### src/rtl/cc_game_ctrl.sv
// Game-control stage for the player light column: button conditioning,
// IDLE/PLAY/OVER state machine, light-aligned move tick, collision and score.
module cc_game_ctrl #(
  parameter int ROWS    = 8,
  parameter int TICK_W  = 7,
  parameter int SCORE_W = 10
) (
  input  logic               clk,
  input  logic               reset,
  input  logic               key_up_n,
  input  logic               key_start_n,
  input  logic [ROWS-1:0]    player,
  input  logic [ROWS-1:0]    obstacle,
  output logic               ctrl,
  output logic               ongoing,
  output logic               gameOver,
  output logic               tick,
  output logic [SCORE_W-1:0] score,
  output logic [1:0]         state_dbg
);

  typedef enum logic [1:0] {
    ST_IDLE = 2'b00,
    ST_PLAY = 2'b01,
    ST_OVER = 2'b10,
    ST_ILL  = 2'b11
  } state_e;

  logic [1:0]         up_sync_q;
  logic [1:0]         start_sync_q;
  logic               start_prev_q;
  logic               ctrl_q;
  state_e             state_q, state_d;
  logic [TICK_W-1:0]  cnt_q, cnt_d;
  logic [SCORE_W-1:0] score_q, score_d;
  logic               first_q, first_d;

  logic start_pressed_s;
  logic start_evt_s;
  logic collision_s;
  logic tick_s;

  assign start_pressed_s = ~start_sync_q[1];
  assign start_evt_s     = start_pressed_s & ~start_prev_q;
  assign collision_s     = |(player & obstacle);
  assign tick_s          = (state_q == ST_PLAY) && (cnt_q == '0);

  // Button synchronizers and registered move-up level.
  always_ff @(posedge clk) begin
    if (reset) begin
      up_sync_q    <= 2'b11;
      start_sync_q <= 2'b11;
      start_prev_q <= 1'b0;
      ctrl_q       <= 1'b0;
    end else begin
      up_sync_q    <= {up_sync_q[0], key_up_n};
      start_sync_q <= {start_sync_q[0], key_start_n};
      start_prev_q <= start_pressed_s;
      ctrl_q       <= ~up_sync_q[1];
    end
  end

  // Game state, tick counter and score registers.
  always_ff @(posedge clk) begin
    if (reset) begin
      state_q <= ST_IDLE;
      cnt_q   <= '0;
      score_q <= '0;
      first_q <= 1'b0;
    end else begin
      state_q <= state_d;
      cnt_q   <= cnt_d;
      score_q <= score_d;
      first_q <= first_d;
    end
  end

  // Next-state logic; first_q masks the tick that coincides with game entry.
  always_comb begin
    state_d = state_q;
    cnt_d   = '0;
    score_d = score_q;
    first_d = first_q;
    case (state_q)
      ST_IDLE: begin
        if (start_evt_s) begin
          state_d = ST_PLAY;
          score_d = '0;
          first_d = 1'b1;
        end else begin
          state_d = ST_IDLE;
        end
      end
      ST_PLAY: begin
        if (collision_s) begin
          state_d = ST_OVER;
        end else begin
          state_d = ST_PLAY;
          cnt_d   = cnt_q + TICK_W'(1);
          if (tick_s) begin
            first_d = 1'b0;
            if (!first_q && (score_q != '1)) begin
              score_d = score_q + SCORE_W'(1);
            end else begin
              score_d = score_q;
            end
          end else begin
            first_d = first_q;
          end
        end
      end
      ST_OVER: begin
        if (start_evt_s) begin
          state_d = ST_IDLE;
        end else begin
          state_d = ST_OVER;
        end
      end
      default: begin
        state_d = ST_IDLE;
      end
    endcase
  end

  assign ctrl      = ctrl_q;
  assign ongoing   = (state_q == ST_PLAY) || (state_q == ST_OVER);
  assign gameOver  = (state_q == ST_OVER);
  assign tick      = tick_s;
  assign score     = score_q;
  assign state_dbg = state_q;

endmodule
### config.mk
export PLATFORM = sky130hd
export DESIGN_NAME = cc_game_ctrl
export DESIGN_NICKNAME = d
export VERILOG_FILES = /design/src/rtl/cc_game_ctrl.sv
export SDC_FILE = /design/constraint.sdc
export NUM_CORES = 1
export LEC_CHECK = 0
export ABC_AREA = 1
export BUFFER_PORTS_ARGS = -buffer_cell sky130_fd_sc_hd__buf_2
export CAP_MARGIN = 30
export CORE_MARGIN = 8
export CORE_UTILIZATION = 57
export DETAILED_ROUTE_END_ITERATION = 10
export GPL_ROUTABILITY_DRIVEN = 0
export PLACE_DENSITY = 0.84
export SLEW_MARGIN = 20
export SYNTH_ARGS = -nofsm -noshare
export SYNTH_HDL_FRONTEND = slang
export SYNTH_SLANG_ARGS = --single-unit
export TNS_END_PERCENT = 50
### constraint.sdc
create_clock -name clk -period 4.9 [get_ports clk]
set_clock_uncertainty 0.15 [all_clocks]
set_input_delay 0.49 -clock clk [delete_from_list [all_inputs] [get_ports clk]]
set_output_delay 0.49 -clock clk [all_outputs]
set_load 0.05 [all_outputs]
# Word level (Yosys, flattened, before mapping)
# Cells that the tools add are included.
[totals]
memories = 0
register_bits = 26
rom_bits = 0
wordCells = 47
input_bits = 20
out_inout_bits = 16
latch_bits = 0
ramBits = 0
[op_classes]
reduce_logical = 11
n_div = 0
multipliers = 0
n_eq_ne = 7
bitwise = 6
addsub = 2
n_shift = 0
n_mux = 13
magnitude_cmp = 0
[op_table]
columns = ["operator", "n"]
rows = [
  ["$mux 10", 4],
  ["$pmux 10 s2", 1],
  ["$add 10x1->10 const B", 1],
  ["$ne 10x10->1 const B", 1],
  ["$reduce_or 10->1", 1],
  ["$and 8x8->8", 1],
  ["$ne 2x2->1 const B", 4],
  ["$reduce_or 8->1", 1],
  ["$add 7x1->7 const B", 1],
  ["$logic_not 7->1", 1],
  ["$pmux 2 s3", 1],
  ["$reduce_and 5->1", 1],
  ["$mux 1", 4],
  ["$mux 2", 2],
  ["$not 1->1", 4],
  ["$reduce_and 4->1", 1],
  ["$eq 2x1->1 const B", 1],
  ["$eq 2x2->1 const B", 1],
  ["$logic_and 1x1->1", 2],
  ["$logic_not 2->1", 1],
  ["$pmux 1 s2", 1],
  ["$reduce_bool 2->1", 1],
  ["$and 1x1->1", 1],
  ["$logic_not 1->1", 1],
  ["$logic_or 1x1->1", 1],
]

# Logic depth before layout (Yosys ltp)
[depth]
ltp_word = 6
mapped_depth = 11
mapped_depth_nobuf = 11

# Worst setup path after synthesis
# Ideal clock, no wire load.
[synth_path]
path_type = "reg2out"
from = "register state_q[0], in the netlist state_dbg[0]"
to = "output port tick"
n_path_buf = 1
path_slack_ps = 2288
arrival_ps = 1972
stages_incl_launch_ff = 5
cell_sequence = "dfxtp_1 ha_1 inv_2 buf_4 nor2_1"
[synth_between]
elab_chain_len = 2
[synth_lines]
columns = ["item", "line", "source"]
rows = [
  ["start, declared", "33", "state_e state_q, state_d;"],
  ["start signal, assigned", "71", "state_q <= state_d;"],
  ["$eq 2x1->1", "46", "assign tick_s = (state_q == ST_PLAY) && (cnt_q == '0);"],
  ["$logic_and 1x1->1", "46", ""],
  ["end, declared", "17", "output logic tick,"],
]
# Every way passes these cells.

# Final worst setup path
[layout_path]
from = "register state_q[1], in the netlist state_dbg[1]"
to = "output port tick"
# The elaborated chain is that of the path after synthesis.

==> summary.md <==
| Metric | Value |
|---|---|
| Syn Nets | 231 |
| Status | complete, no violations |
| Clk Tree Root Cell | clkbuf_4 |
| DRT iter0 DRCs | 40 |
| Clock buffer depth | 2 |
| Cells after Synth | 204 |
| Fin crit period | 2360 ps |
| Multi-input combinational cell area | 881 um^2 |
| Die footprint | 0.00463 mm^2 |
| CP Capture Type | primary output |
| Clock transition at path regs | 140 ps |
| Filler cells | 241 |
| # Max-Cap Violations | 0 |
| Startpoint Class | flop |
| Most frequent cells in the layout | 53 x nand2_1, 35 x buf_2, 28 x nor2_1, 26 x dfxtp_1, 20 x inv_1 |
| Reg2reg path depth | 9 |
| TritonRoute pass-1 iters | 4 |
| Max-slew violations | 0 |
| Slew @ Worst Pin | 534 ps |
| Area grow syn2layout | 13.8% |
| WP depth | 5 |
| CTS Sinks | 26 |
| Top cell family by delay on the critical path | buffers and inverters |
| Worst Path Buf+Inv | 3 |
| Required time of the critical path | 4260 ps |
| Clk_lat worst skew | 330 ps |
| Largest fanout on the critical path | 12 |
| Seq pwr share | 52.5% |
| Leak | 0.725 nW |
| Share of layout cells above drive strength 1 | 32.5% |
| Max_slew headroom | 64.3% |
| # IOs | 36 |
| Net Sw Frac | 24.2% |
| Worst path arrival time | 1720 ps |
| Post-placement cell area | 0.00171 mm^2 |
| Hold depth | 2 |
| Syn Area/Cell | 7.57 um^2 |
| Pwr Total | 0.412 mW |
| Power per standard cell area | 234 mW/mm^2 |
| Wire per inst | 11.5 um |
| Tightest Hold Check Type | primary input to flop |
| CP cell instances | inv_1, ha_1, inv_2, nor2_1, buf_2 |
| Hold Buf Count CTS | 0 |
| RSZ-0062 raised after global routing | false |
| DIE HEIGHT | 68.1 um |
| GRT Util Overall | 13.7% |
| Setup violators final | 0 |
| Register bit total from synthesis | 26 |
| Fin. Hold Viols | 0 |
| CTS resizes | 0 |
| Critical Path Max Stage Delay | 360 ps |
| Synthesis Warnings | 0 |
| Final setup TNS | 0 ps |
| Number of global-route vias before repair | 1227 |
| Detail Route Antenna Nets | 0 |
| GRT Residual Overflow | 0 |
| Largest net degree at the start of global routing | 20 |
| Initial Utilization | 58.0% |
| Register area | 520 um^2 |
| Psw | 0.0999 mW |
| Synthesized area | 0.00155 mm^2 |
| Drt drc | 0 |
| Yosys top cell area share | 33.7% |
| Gate power share | 11.3% |
| Yosys top cell by area | dfxtp_1 |
| Inserted Clock Buffers | 3 |
| Setup CP Type | flop to primary output |
| Post-synthesis sequential area ratio | 33.7% |
| H-tree levels | 1 |
| Peak supply drop | 0.277 mV |
| Final Cell Area | 0.00176 mm^2 |
| Max Clock Freq | 0.424 GHz |
| Nets | 265 |
| Crit share post-route | 48.1% |
| Port bufs | 35 |
| Std-Cell Core Area | 0.00266 mm^2 |
| Final wirelength | 3090 um |
| Internal | 0.312 mW |
| Library cells used by synthesis | 32 |
| Cell Rows | 19 |
| Top post-synthesis cells by area | dfxtp_1 34%, nand2_1 13%, nand3_2 7.8%, nor2_1 6.8%, a21oi_2 5.7% |
| Initial antenna violation count | 0 |
| DIE WIDTH | 68.1 um |
| Antenna cells | 0 |
| Detailed-placement wirelength estimate | 2350 um |
| Clock Power Share | 36.2% |
| CTS tree | yes |
| First-pass GRT wire length | 5080 um |
| Highest-delay cell along the critical path | dfxtp_1 |
| Vias | 1353 |
| Post-DR vias/cell | 5.05 |
| Commonest non-fill, non-tap cell in the layout | nand2_1 |
| Setup Buffers After CTS | 0 |
final timing paths:
path	startpoint	end	slack (ps)
max	state_dbg[1]$_SDFF_PP0_	tick	2540
min	key_up_n	up_sync_q[0]$_SDFF_PP1_	190
max reg2reg	score[0]$_SDFFE_PP0P_	score[9]$_SDFFE_PP0P_	2940
min reg2reg	up_sync_q[1]$_SDFF_PP1_	ctrl$_SDFF_PP0_	230
power groups by stage:
stage | Combinational [mW] | Clock [mW] | Sequential, mW
CTS | 0.0472 | 0.153 | 0.216
global route | 0.0512 | 0.159 | 0.217
global placement | 0.0467 | 0 | 0.221
detailed placement | 0.0470 | 0 | 0.221
floorplan | 0.0364 | 0 | 0.223
finish | 0.0466 | 0.149 | 0.216
flip-flops by register name, summed over array words and instances (netlist names):
register and count:
score 10, cnt_q 7, start_sync_q 2, state_dbg 2, up_sync_q 2, ctrl 1, first_q 1, start_prev_q 1
layer usage:
layer	up-vias	GRT usage [%]	share of wire (%)
li1	705	-	-
met1	602	15.5	44
met2	42	24.2	44
met3	4	3.60	9.9
met4	0	5.37	1.7
met5	-	0	0
area by class of cell:
class                           count  share of cell area (%)
Multi-Input combinational cell    149                    50.1
Sequential cell                    26                    29.6
Timing Repair Buffer               35                    9.96
Inverter                           23                    5.19
Tap cell                           31                    2.20
Clock inverter                      1                    1.71
Clock buffer                        3                    1.28
cell usage after synthesis:
master    number
nand2_8        1
nor2_2         3
nor3_1         2
nor2_1        28
clkinv_4       1
o21ai_0        3
nand3_2       12
inv_1         20
xnor2_1        1
buf_12         1
dfxtp_1       26
nand4_1        1
or2_2          4
nand2_1       53
buf_4          1
nand2_2        1
a21boi_0       1
nor3b_2        2
inv_2          1
ha_1           7
a21oi_1        3
clkbuf_1       1
nor2_4         2
buf_6          1
buf_2          2
o21ai_4        1
nor3b_1        2
a21oi_2       10
clkinv_1       1
xor2_1         2
o21a_1         1
nand3_1        9
logic make-up (layout without fill, tap and decap cells):
kind of cell,count (synthesis),in the layout,share of synthesized area [%]
AOI/OAI and AO/OA,19,19,9.64
adders and majority gates,7,7,5.67
and+or+nand+nor,120,120,40.0
xor gates and xnor gates,3,3,1.70
DFF,26,26,33.7
buffers and inverters,29,62,9.31
stage by stage:
step	instances	hold slack (ps)	setup WS (ps)	utilization [%]
detailed placement	264	228	2900	64.1
floorplan	204	218	2290	-
finish	268	188	2540	66.1
CTS	268	176	2520	66.1
global placement	264	220	2940	64.1
global route	268	167	2410	66.1
(Power assumes the default switching activity.)
